## config.mk

```make
export PLATFORM = sky130hd
export DESIGN_NAME = fifo_wr_arbiter
export DESIGN_NICKNAME = d
export VERILOG_FILES = /design/src/rtl/fifo_wr_arbiter.sv
export SDC_FILE = /design/constraint.sdc
export NUM_CORES = 1
export LEC_CHECK = 0
export CAP_MARGIN = 30
export CELL_PAD_IN_SITES_DETAIL_PLACEMENT = 1
export CELL_PAD_IN_SITES_GLOBAL_PLACEMENT = 2
export CORE_MARGIN = 2
export CORE_UTILIZATION = 15
export DETAILED_ROUTE_END_ITERATION = 8
export PLACE_DENSITY_LB_ADDON = 0.15
export SETUP_SLACK_MARGIN = 0.3
export SYNTH_ARGS = -nofsm -noshare
export SYNTH_HDL_FRONTEND = slang
export SYNTH_SLANG_ARGS = --single-unit
```

## constraint.sdc

```tcl
create_clock -name clk -period 1.3 [get_ports clk]
set_input_delay 0.26 -clock clk [delete_from_list [all_inputs] [get_ports clk]]
set_output_delay 0.26 -clock clk [all_outputs]
set_load 0.01 [all_outputs]
```

## src/rtl/fifo_wr_arbiter.sv

```systemverilog
// ---------------------------------------------------------------------------
// fifo_wr_arbiter
//
// Round-robin write-port arbiter that shares one FIFO write port between N
// producers. One producer holds the grant at a time. Its word is forwarded to
// the FIFO in every cycle where it still requests and the FIFO is not full.
// After a release the search for the next grant starts one position past the
// producer that was just served.
//
// Optional feature (compile-time macro): FIFO_ARB_BURST_EN
//   defined   : a grant covers up to MAX_BURST consecutive writes.
//   undefined : a grant is released after every single write, and the
//               burst counter is not built.
//
// Ports
//   clk        in   1      rising-edge clock
//   rst        in   1      synchronous, active-high reset
//   req        in   N      per-producer request, held with data until acked
//   din_bus    in   N*DW   producer i data on bits [i*DW +: DW]
//   full       in   1      FIFO full flag
//   gnt        out  N      registered one-hot grant, zero when idle
//   ack        out  N      one-hot, high while producer i's word is written
//   fifo_wr_en out  1      FIFO write enable
//   fifo_din   out  DW     data of the granted producer, zero when idle
//   busy       out  1      high while a grant is held
// ---------------------------------------------------------------------------
module fifo_wr_arbiter #(
    parameter int N         = 4,
    parameter int DW        = 8,
    parameter int MAX_BURST = 4
) (
    input  logic            clk,
    input  logic            rst,
    input  logic [N-1:0]    req,
    input  logic [N*DW-1:0] din_bus,
    input  logic            full,
    output logic [N-1:0]    gnt,
    output logic [N-1:0]    ack,
    output logic            fifo_wr_en,
    output logic [DW-1:0]   fifo_din,
    output logic            busy
);

    localparam int LW = $clog2(N);

    if (N < 2 || N > 8 || DW < 1 || MAX_BURST < 1 || MAX_BURST > 15) begin : g_bad_params
        $error("fifo_wr_arbiter: parameter out of range");
    end

    typedef enum logic {
        IDLE,
        GRANT
    } state_t;

    state_t        state;
    logic [LW-1:0] last;      // index of the most recently released grant
    logic [LW-1:0] gidx;      // index of the current grant
    logic [LW-1:0] next_idx;
    logic          any_req;
    logic          req_g;
    logic          xfer;
    logic          last_write;

`ifdef FIFO_ARB_BURST_EN
    logic [3:0]    bcnt;
    // Release on the write that brings the count up to MAX_BURST.
    assign last_write = (({1'b0, bcnt} + 5'd1) == 5'(MAX_BURST));
`else
    assign last_write = 1'b1;
`endif

    // Round-robin search: first requester at or after last+1, wrapping mod N.
    always_comb begin
        int unsigned cand;
        logic        found;
        cand     = 0;
        found    = 1'b0;
        next_idx = last;
        any_req  = |req;
        for (int unsigned k = 1; k <= N; k++) begin
            cand = (32'(last) + k) % N;
            if (!found && req[LW'(cand)]) begin
                found    = 1'b1;
                next_idx = LW'(cand);
            end
        end
    end

    // Transfer path is combinational so a write can land in the first
    // granted cycle. The reset term keeps the FIFO untouched in the reset
    // cycle even while a grant is still registered.
    assign req_g      = |(req & gnt);
    assign xfer       = (state == GRANT) && req_g && !full && !rst;
    assign fifo_wr_en = xfer;
    assign ack        = gnt & {N{xfer}};
    assign busy       = (state == GRANT);

    // gnt is all-zero when idle, so the mux naturally outputs zero then.
    always_comb begin
        fifo_din = '0;
        for (int unsigned i = 0; i < N; i++) begin
            if (gnt[i]) begin
                fifo_din = din_bus[i*DW +: DW];
            end
        end
    end

    always_ff @(posedge clk) begin
        if (rst) begin
            state <= IDLE;
            gnt   <= '0;
            gidx  <= '0;
            last  <= LW'(N - 1);
`ifdef FIFO_ARB_BURST_EN
            bcnt  <= '0;
`endif
        end else begin
            case (state)
                IDLE: begin
                    if (any_req) begin
                        state <= GRANT;
                        gidx  <= next_idx;
                        gnt   <= {{(N-1){1'b0}}, 1'b1} << next_idx;
`ifdef FIFO_ARB_BURST_EN
                        bcnt  <= '0;
`endif
                    end
                end
                GRANT: begin
                    // full with req[g] high falls through: hold, no count.
                    if (!req_g || (xfer && last_write)) begin
                        state <= IDLE;
                        gnt   <= '0;
                        last  <= gidx;
                    end
`ifdef FIFO_ARB_BURST_EN
                    if (xfer && (bcnt < 4'(MAX_BURST))) begin
                        bcnt <= bcnt + 4'd1;
                    end
`endif
                end
                default: begin
                    state <= IDLE;
                    gnt   <= '0;
                end
            endcase
        end
    end

endmodule

```

; ---- Word-level counts from Yosys, hierarchy flattened
; Index checks and enable logic that the tools add are counted.
; Widths: inputs -> output; s select.
[word_totals]
latch_bits = 0
mem_bits_rw = 0
ff_bits = 9
mem_count = 0
rom_bits = 0
in_bits = 39
elab_cells = 61
[op_classes]
n_div = 0
order_cmp = 4
reduce_logical = 18
muxes = 25
add_sub_neg = 4
bitwise_logic = 3
n_eq_ne = 2
shift = 1
n_mul = 0
[ops]
columns = cell, count
row1 = $mux 8, 4
row2 = $lt 2x3->1 const B, 4
row3 = $mux 1, 9
row4 = $and 4x4->4, 2
row5 = $bmux 1 s2, 4
row6 = $mux 2, 4
row7 = $mux 4, 2
row8 = $pmux 4 s2, 1
row9 = $reduce_or 4->1, 2
row10 = $logic_and 1x1->1, 6
row11 = $logic_not 1->1, 6
row12 = $reduce_and 2->1, 3
row13 = $add 2x1->2 const B, 2
row14 = $add 2x2->2 const B, 2
row15 = $shl 1x2->4 const A, 1
row16 = $ne 2x1->1 const B, 1
row17 = $ne 2x2->1 const B, 1
row18 = $pmux 1 s2, 1
row19 = $logic_or 1x1->1, 1
row20 = $not 1->1, 1

; ---- Logic depth before layout (Yosys ltp)
; Gate-level depths: netlist of the first run.
[depth]
ltp_word = 16
ltp_mapped = 5
depth_no_buf = 4

; ---- Worst setup path after synthesis of the first run
; Ideal clock, no wire load.
[synth_path]
path_kind = register to output
start = reg gnt[2]
end = out ack[0]
stages_incl_launch_ff = 6
path_slack_ps = -242
t_arrival_ps = 1282
required_time_ps = 1040
path_buffers = 1
cell_sequence = dfxtp_1 buf_2 a22o_1 a221oi_2 nor2_1 and2_1
[synth_between]
elab_chain_cells = 6
[synth_rtl]
columns = element, line_no
row1 = from (decl), 37  ; output logic [N-1:0] gnt,
row2 = from (signal assigned), 123  ; gnt <= {{(N-1){1'b0}}, 1'b1} << next_idx;
row3 = $and 4x4->4, 92  ; assign req_g = |(req & gnt);
row4 = $reduce_or 4->1, 92
row5 = $logic_and 1x1->1 (3 in series), 93  ; assign xfer = (state == GRANT) && req_g && !full && !rst;
row6 = named net fifo_wr_en, 39  ; output logic fifo_wr_en,
row7 = $and 4x4->4, 95  ; assign ack = gnt & {N{xfer}};
row8 = to (decl), 38  ; output logic [N-1:0] ack,
; The timed path passes the listed nets, and every way through them passes these cells.

; ---- Worst setup path in the final report of the first run
[layout_path]
start = reg gnt[0]
end = out ack[2]
[layout_between]
elab_chain_cells = 6
[layout_rtl]
columns = element, line_no
row1 = $and 4x4->4, 92
row2 = $reduce_or 4->1, 92
row3 = $logic_and 1x1->1 (3 in series), 93
row4 = $and 4x4->4, 95
; No other way between the ends.

==> results of run 1 <==
## metal layers
metal	vias up	routed length (µm)
met5	-	0
met4	0	14
met3	2	231
met2	40	1758
met1	521	1594
li1	538	-
## tightest hold or removal path, stage by stage (launching register included)
cell and delay [ps]:
dfxtp_1 320, nor2_2 90, a211oi_2 50
## synthesized netlist by cell type
| master | number | area (µm²) |
|---|---|---|
| nand2_1 | 11 | 41.29 |
| nor2b_1 | 10 | 62.56 |
| dfxtp_1 | 9 | 180.2 |
| nor2_1 | 9 | 33.78 |
| a221oi_1 | 8 | 70.07 |
| o31ai_1 | 8 | 60.06 |
| and2_1 | 4 | 25.02 |
| nor3_1 | 4 | 20.02 |
| a22o_1 | 3 | 26.28 |
| clkbuf_1 | 3 | 11.26 |
| mux2i_1 | 3 | 30.03 |
| a21oi_1 | 2 | 10.01 |
| a32o_1 | 2 | 20.02 |
| clkbuf_8 | 2 | 27.53 |
| a211oi_1 | 1 | 7.510 |
| a21o_2 | 1 | 8.760 |
| a221oi_2 | 1 | 15.01 |
| a31oi_2 | 1 | 12.51 |
| and2b_2 | 1 | 8.760 |
| buf_2 | 1 | 5.000 |
| buf_4 | 1 | 7.510 |
| buf_6 | 1 | 11.26 |
| inv_1 | 1 | 3.750 |
| nand2b_1 | 1 | 6.260 |
| nand3_1 | 1 | 5.000 |
| nand3b_1 | 1 | 7.510 |
| nor3b_1 | 1 | 7.510 |
| nor4_2 | 1 | 12.51 |
| o21a_2 | 1 | 8.760 |
| o21ai_0 | 1 | 5.000 |
| o2bb2ai_2 | 1 | 15.01 |
| or2b_1 | 1 | 7.510 |
| or3_1 | 1 | 6.260 |
## per-stage QoR
| stage | instance area, µm² | hold WS (ps) | TNS [ps] | utilization, % |
|---|---|---|---|---|
| finish | 1936 | 503.7 | -6010 | 38.14 |
| global route | 1936 | 541.4 | -7673 | 38.14 |
| CTS | 1881 | 481.3 | -5379 | 37.06 |
| detailed placement | 1595 | 472.5 | -13600 | 31.43 |
| global placement | 1595 | 470.7 | -13220 | 31.43 |
| floorplan | 853.3 | 451.4 | -930.4 | - |
## final timing paths
path / slack, ps / cells past startpoint / end
worst max-delay path: -490 / 6 / ack[2]
worst min-delay path: 500 / 2 / gidx[0]
worst max register to register: -220 / 6 / last[1]
worst min register to register: 500 / 2 / gidx[0]
## sequential cells by signal, indices dropped and copies added, names as in the netlist
signal / cells
busy: 1
gidx: 2
gnt: 4
last: 2
## power by group through the flow
| stage | logic [mW] | clock network [mW] | registers [mW] |
|---|---|---|---|
| 3_3_place_gp | 0.712 | 0 | 0.352 |
| 6_report | 0.860 | 0.327 | 0.356 |
| 5_1_grt | 0.929 | 0.361 | 0.362 |
| 2_1_floorplan | 0.333 | 0 | 0.349 |
| 4_1_cts | 0.821 | 0.342 | 0.355 |
| 3_5_place_dp | 0.720 | 0 | 0.355 |
## cell families after synthesis
logic type | share of synthesized area (%)
AOI/OAI and AO/OA | 33.23
buffers and inverters | 8.507
DFF | 23.11
muxes | 3.852
and+or+nand+nor | 31.30
## timing repair
item / 4_1_cts / 5_1_grt
endpoints found under the setup margin: 27 / 27
pin swaps: 10 / 4
gates resized for setup: 132 / 12
setup buffers: 10 / 3
## area by class of cell
| type | count | area share, % |
|---|---|---|
| flip-flops and latches | 9 | 10.21 |
| multi-input cells | 79 | 39.11 |
| inverters | 1 | 0.1939 |
| repair buffers | 91 | 43.63 |
| clock buffers | 4 | 2.327 |
| well taps | 70 | 4.525 |
==> metrics.txt, run 1 <==
Yosys Warn Count 0; vias in the first global route 1,173; status finished, violations left; Tcrit/Tclk final 137.6%; vias post-DR 1,101; Worst Tran Pin Value 288.4 ps; worst path cell trace a22o_1, a221oi_4, nor2_4, buf_4, and2_4, buf_6; switching pwr 0.5182 mW; worst-path fanout max 5; sequential-to-total area share from yosys stat 23.11%; nets 224; total power 1.544 mW; Die Ht 76.09 µm; buffers added on ports 56; Slew headroom 80.77%; min-delay src gidx[0]; Worst path top cell family by delay compound AO/OA/AOI/OAI gates; number of routed nets with antenna violations 0; Die Width 76.09 µm; register area 197.7 µm²; Rows 26; final WL 3599 µm; Cell variety after synth 33; Filler Cells Inserted 598; DP Cell Count 237; HP Class reg2reg; CTS max path bufs 2; startpoint types flop; Most Crowded Layer GR met2; grt met3 use 3.791%; critical path startpoint gnt[0]; Multi-input gate area 757.0 µm²; DRC errors left 0; Area growth syn-to-layout 148.3%; CTS tree done; drt via density 4.335; total core area 5075 µm²; total gr overflow 0; most frequent cells in the layout clkdlybuf4s50_1, buf_6, buf_4, nand2_1, nor2b_1; Mapped Nets 136; Critical Path AT 1530 ps; failing checks negative setup slack; Clock Skew 3.648 ps; starting density of the core 15.36%; Yosys reg bits 9; GRT met1 Usage 14.77%; Tot GR Track Use 12.44%; CP max stage delay 330 ps; clock share of power 21.2%; post-route insts no fill 254; boundary pin count 57; Seq pwr share 23.1%; fmax 558.9 MHz; RSZ-0062 raised after global routing true; CTS Sinks 9; antenna violations before repair 0; die area 5789 µm²; global-route wire length before repair 5934 µm; layout cell share with drive strength beyond 1 56.52%; worst skew pair latency 230 ps; FF-to-FF Start gnt[0]; setup slack at placement -923.3 ps; Period minus WS final 1789 ps; pins over their slew limit 0; part of the power in combinational logic 55.7%; CTS root buf clkbuf_8; largest net degree at the start of global routing 18; Pwr Density 797.6 nW/µm²; Worst-path clk slew 50 ps; Routability Congestion 0.8537; critical path endpoint category primary output; Final Hold Vio Count 0; Crit path buffers/inverters 2; final worst slack -489.4 ps; ANT cells 0; met2 Usage GRT 22.14%; CTS buffer count 3; MaxCap Viol Count 0; post-DP HPWL 2664 µm; H-tree depth 1; Internal Pwr Total 1.026 mW; switch share 33.56%; Worst Setup Path Type reg2out; Hold-fix buffers, CTS 0; Req. time, crit path 1040 ps; DRT iter0 DRCs 11; Final setup viols 20; drt first pass iters 2; Post-Syn Area 779.5 µm²; CP max-delay cell dfxtp_2; worst vdd ir 619.4 µV; Post-Synthesis Cells 97; commonest non-fill, non-tap cell in the layout clkdlybuf4s50_1; mean routed wirelength per cell 14.17 µm; Syn Area/Cell 8.036 µm²; Static Leak 0.7901 nW
Note: power is estimated with default switching activity, not from simulation.
==> inputs of run 2 (changes only) <==
CORE_MARGIN = 1   (was 2)
GPL_ROUTABILITY_DRIVEN = 1   (was unset)
==> metrics.txt, run 2 (same netlist as run 1, synthesis figures left out) <==
Final Hold Vio Count 0 (unchanged); Largest register FFs 4 (unchanged); Worst-path clk slew 50 ps (about the same); ANT cells 0 (unchanged); DRT iter0 DRCs 24 (was 11); buffers added on ports 56 (unchanged); CTS buffer count 3 (unchanged); Reg with most FFs gnt (unchanged); mean routed wirelength per cell 14.85 µm (was 14.17 µm); critical path endpoint category primary output (unchanged); Tcrit/Tclk final 137.1% (was 137.6%); total core area 4848 µm² (was 5075 µm²); CP max-delay cell dfxtp_4 (was dfxtp_2); MaxCap Viol Count 0 (unchanged); post-route insts no fill 261 (was 254); drt first pass iters 4 (was 2); layout cell share with drive strength beyond 1 58.25% (was 56.52%); post-DP HPWL 2656 µm (was 2664 µm); die area 5489 µm² (was 5789 µm²); worst vdd ir 498.1 µV (was 619.4 µV); worst path cell trace a22o_1, a221oi_4, nor2_2, buf_4, and2_4, buf_6 (was a22o_1, a221oi_4, nor2_4, buf_4, and2_4, buf_6); CTS tree done (unchanged); RSZ-0062 raised after global routing true (unchanged); worst skew pair latency 240 ps (was 230 ps); CTS Sinks 9 (unchanged); Static Leak 0.8760 nW (was 0.7901 nW); starting density of the core 16.08% (was 15.36%); vias in the first global route 1,168 (was 1,173); CTS root buf clkbuf_8 (unchanged); fmax 560.9 MHz (was 558.9 MHz); Regs by FF count gnt x4, gidx x2, last x2 (unchanged); vias post-DR 1,158 (was 1,101); drt via density 4.437 (was 4.335); DRC errors left 0 (unchanged); Period minus WS final 1783 ps (was 1789 ps); Req. time, crit path 1040 ps (about the same); Clock Skew 4.574 ps (was 3.648 ps); worst-path fanout max 3 (was 5); DP Cell Count 234 (was 237); Post-Place Cell Area 1604 µm² (was 1595 µm²); Routability Congestion 0.6945 (was 0.8537); Final setup viols 20 (unchanged); Rows 25 (was 26); Area growth syn-to-layout 174.5% (was 148.3%); H-tree depth 1 (unchanged); Die Width 74.09 µm (was 76.09 µm); commonest non-fill, non-tap cell in the layout clkdlybuf4s50_1 (unchanged); final WL 3876 µm (was 3599 µm); HP Class reg2reg (unchanged); status finished, violations left (unchanged); Critical Path AT 1520 ps (was 1530 ps); Pwr Density 780.4 nW/µm² (was 797.6 nW/µm²); Worst Setup Path Type reg2out (unchanged); number of routed nets with antenna violations 0 (unchanged); Die Ht 74.09 µm (was 76.09 µm); CP max stage delay 340 ps (was 330 ps); Worst Tran Pin Value 350.1 ps (was 288.4 ps); setup slack at placement -931.9 ps (was -923.3 ps); boundary pin count 57 (unchanged); most frequent cells in the layout clkdlybuf4s50_1, buf_6, buf_4, nand2_1, buf_2 (was clkdlybuf4s50_1, buf_6, buf_4, nand2_1, nor2b_1); global-route wire length before repair 5616 µm (was 5934 µm); antenna violations before repair 0 (unchanged); pins over their slew limit 0 (unchanged); largest net degree at the start of global routing 11 (was 18); Tot GR Track Use 13.57% (was 12.44%); Slew headroom 76.48% (was 80.77%); fin area 2140 µm² (was 1936 µm²); failing checks negative setup slack (unchanged); CTS max path bufs 2 (unchanged); total gr overflow 0 (unchanged); final worst slack -482.7 ps (was -489.4 ps); startpoint types flop (unchanged); nets 234 (was 224)
==> run 2: timing repair <==
item                                    CTS  global route
gates cloned                              2             1
resized for setup                       144            13
endpoints found under the setup margin   27            27
hold buffers                              0             0
setup buffers                            14             6
pin swaps                                15             6
==> run 2: worst max-delay path: cells and delay by family, from the launching register on <==
family,cells,cell delay [ps]
AOI/OAI and AO/OA,2,470
buffers and inverters,2,260
DFF,1,340
and+or+nand+nor,2,220
==> run 2: routing by layer <==
layer / routed length [µm] / global-route usage [%] / vias up / part of all wire, %
met5: 0 / 0 / - / 0
met4: 56 / 5.342 / 0 / 1.4
met3: 235 / 2.710 / 6 / 6.1
met2: 1997 / 24.04 / 37 / 52
met1: 1586 / 15.99 / 552 / 41
li1: - / - / 563 / -
==> run 2: metrics by stage <==
step	total power, mW	setup TNS, ps	utilization (%)	hold slack, ps
3_3_place_gp	1.064	-13580	33.08	467.9
5_1_grt	1.762	-7287	44.13	557.8
3_5_place_dp	1.078	-13860	33.08	506.0
2_1_floorplan	0.6817	-930.4	-	451.4
4_1_cts	1.573	-6037	41.08	515.5
6_report	1.670	-5872	44.13	508.1
==> run 2: layout make-up <==
cell class	count	area, µm²
sequential	9	200.2
tap	67	83.83
inverter	1	3.754
fill	544	2709
clock buffer	4	45.04
timing repair buffer	101	1013
multi-input combinational	79	793.3
==> run 2: path summary, 6_finish.rpt <==
kind / startpoint / slack [ps] / end / depth (start not counted)
worst min register to register: gidx[0] / 510 / gidx[0] / 2
worst max register to register: gnt[0] / -180 / gnt[2] / 6
worst max-delay path: gnt[0] / -480 / ack[3] / 6
worst min-delay path: gidx[0] / 510 / gidx[0] / 2
==> run 2: power by group <==
group / switching [mW] / leakage, nW / internal (mW)
sequential: 0.0428 / 0.0774 / 0.315
clock: 0.121 / 0.0228 / 0.215
combinational: 0.391 / 0.776 / 0.585
==> inputs of run 3 (changes only) <==
TNS_END_PERCENT = 1   (was unset)
==> metrics.txt, run 3 (same netlist as run 1, synthesis figures left out) <==
DRT iter0 DRCs 8 (was 24); Hold-fix buffers, CTS 0 (unchanged); Worst Tran Pin Value 348.5 ps (was 350.1 ps); final WL 3349 µm (was 3876 µm); critical path's most frequent cell buf_6; layout cell share with drive strength beyond 1 45.76% (was 58.25%); mean routed wirelength per cell 13.73 µm (was 14.85 µm); CTS buffer count 3 (unchanged); setup slack at placement -969.9 ps (was -931.9 ps); Slew headroom 76.59% (was 76.48%); largest net degree at the start of global routing 20 (was 11); Die Width 74.09 µm (unchanged); switch share 33.06% (was 33.24%); nets 217 (was 234); Final setup viols 22 (was 20); H-tree depth 1 (unchanged); failing checks negative setup slack (unchanged); critical path endpoint category primary output (unchanged); die area 5489 µm² (unchanged); Period minus WS final 1761 ps (was 1783 ps); fmax 567.8 MHz (was 560.9 MHz); post-DP HPWL 2639 µm (was 2656 µm); CP max stage delay 320 ps (was 340 ps); starting density of the core 16.08% (unchanged); total power 1.485 mW (was 1.670 mW); Largest register FFs 4 (unchanged); final hold slack 508.8 ps (was 508.1 ps); Req. time, crit path 1040 ps (about the same); total core area 4848 µm² (unchanged); CTS max path bufs 2 (unchanged); Rows 25 (unchanged); part of the power in combinational logic 54.7% (was 58.5%); commonest non-fill, non-tap cell in the layout clkdlybuf4s50_1 (unchanged); Seq pwr share 23.2% (was 21.4%); Final Hold Vio Count 0 (unchanged); CP max-delay cell dfxtp_2 (was dfxtp_4); Post-Route Utilization 37.70% (was 44.13%); Static Leak 0.7355 nW (was 0.8760 nW); worst-path fanout max 5 (was 3); Reg with most FFs gnt (unchanged); Internal Pwr Total 0.9938 mW (was 1.115 mW); DP Cell Count 237 (was 234); drt via density 4.266 (was 4.437); Routability Congestion 0.7313 (was 0.6945); Fin Setup TNS -6631 ps (was -5872 ps); HP Class reg2reg (unchanged); Tot GR Track Use 12.39% (was 13.57%); buffers added on ports 56 (unchanged); ANT cells 0 (unchanged); Die Ht 74.09 µm (unchanged); worst skew pair latency 230 ps (was 240 ps); DRC errors left 0 (unchanged); switching pwr 0.4908 mW (was 0.5550 mW); boundary pin count 57 (unchanged); CTS root buf clkbuf_8 (unchanged); Clock Skew 1.778 ps (was 4.574 ps); Area growth syn-to-layout 134.5% (was 174.5%); MaxCap Viol Count 0 (unchanged); fin area 1828 µm² (was 2140 µm²); global-route wire length before repair 5181 µm (was 5616 µm); Post-Place Cell Area 1603 µm² (was 1604 µm²); post-route insts no fill 244 (was 261); antenna violations before repair 0 (unchanged); most frequent cells in the layout clkdlybuf4s50_1, buf_4, buf_6, nand2_1, nor2b_1 (was clkdlybuf4s50_1, buf_6, buf_4, nand2_1, buf_2); final worst slack -461.3 ps (was -482.7 ps); CTS tree done (unchanged); vias post-DR 1,041 (was 1,158); Critical Path AT 1500 ps (was 1520 ps); Pwr Density 812.1 nW/µm² (was 780.4 nW/µm²); Regs by FF count gnt x4, gidx x2, last x2 (unchanged); pins over their slew limit 0 (unchanged); startpoint types flop (unchanged); clock share of power 22.1% (was 20.1%); RSZ-0062 raised after global routing true (unchanged); Worst-path clk slew 50 ps (about the same); number of routed nets with antenna violations 0 (unchanged); vias in the first global route 1,104 (was 1,168); Worst Setup Path Type reg2out (unchanged); Tcrit/Tclk final 135.5% (was 137.1%); CTS Sinks 9 (unchanged); worst vdd ir 648.1 µV (was 498.1 µV); drt first pass iters 4 (unchanged); total gr overflow 0 (unchanged); status finished, violations left (unchanged); worst path cell trace a22o_1, a221oi_4, nor2_4, buf_6, and2_4, buf_6 (was a22o_1, a221oi_4, nor2_2, buf_4, and2_4, buf_6)
run 3: cell count changes in the layout (fill, tap and decap cells not counted), sizes merged:
cell           previous run  this run
clkbuf                    5         8
clkdlybuf4s15             2         3
dlygate4sd2               0         7
buf                      64        35
clkdlybuf4s50            34        35
run 3: what timing repair did:
action,CTS,global route
endpoints found under the setup margin,27,27
buffers inserted,3,0
gates resized for setup,79,17
pin swaps,9,5
cloned,0,0
run 3: worst max-delay path: cells and delay by family (launching register included):
family	cells	cell delay, ps
buf+inv	2	230
simple gates	2	210
compound gates	2	510
flops	1	320
run 3: power by group through the flow:
stage | Combinational (mW) | Clock [mW] | Sequential (mW)
2_1_floorplan | 0.327 | 0 | 0.348
5_1_grt | 0.879 | 0.360 | 0.350
6_report | 0.812 | 0.327 | 0.345
3_5_place_dp | 0.740 | 0 | 0.344
4_1_cts | 0.803 | 0.343 | 0.344
3_3_place_gp | 0.727 | 0 | 0.343
run 3: path summary, 6_finish.rpt:
kind | from | slack [ps] | cells past startpoint | to
setup / recovery | gnt[0] | -460 | 6 | ack[2]
hold / removal | gidx[1] | 510 | 2 | gidx[1]
setup reg to reg | gnt[0] | -190 | 6 | last[0]
hold reg to reg | gidx[1] | 510 | 2 | gidx[1]
run 3: layout make-up:
type / instances / area [µm²]
inverter: 1 / 3.754
multi-input combinational: 79 / 715.7
fill: 571 / 3020
tap: 67 / 83.83
sequential: 9 / 186.4
timing repair buffer: 84 / 793.3
clock buffer: 4 / 45.04
run 3: per-layer routing:
layer	routed length [µm]	vias up	global-route usage, %	share of wire [%]
met5	0	-	0	0
li1	-	524	-	-
met1	1327	479	13.96	40
met3	244	4	3.117	7.3
met4	25	0	3.205	0.75
met2	1751	34	23.03	52
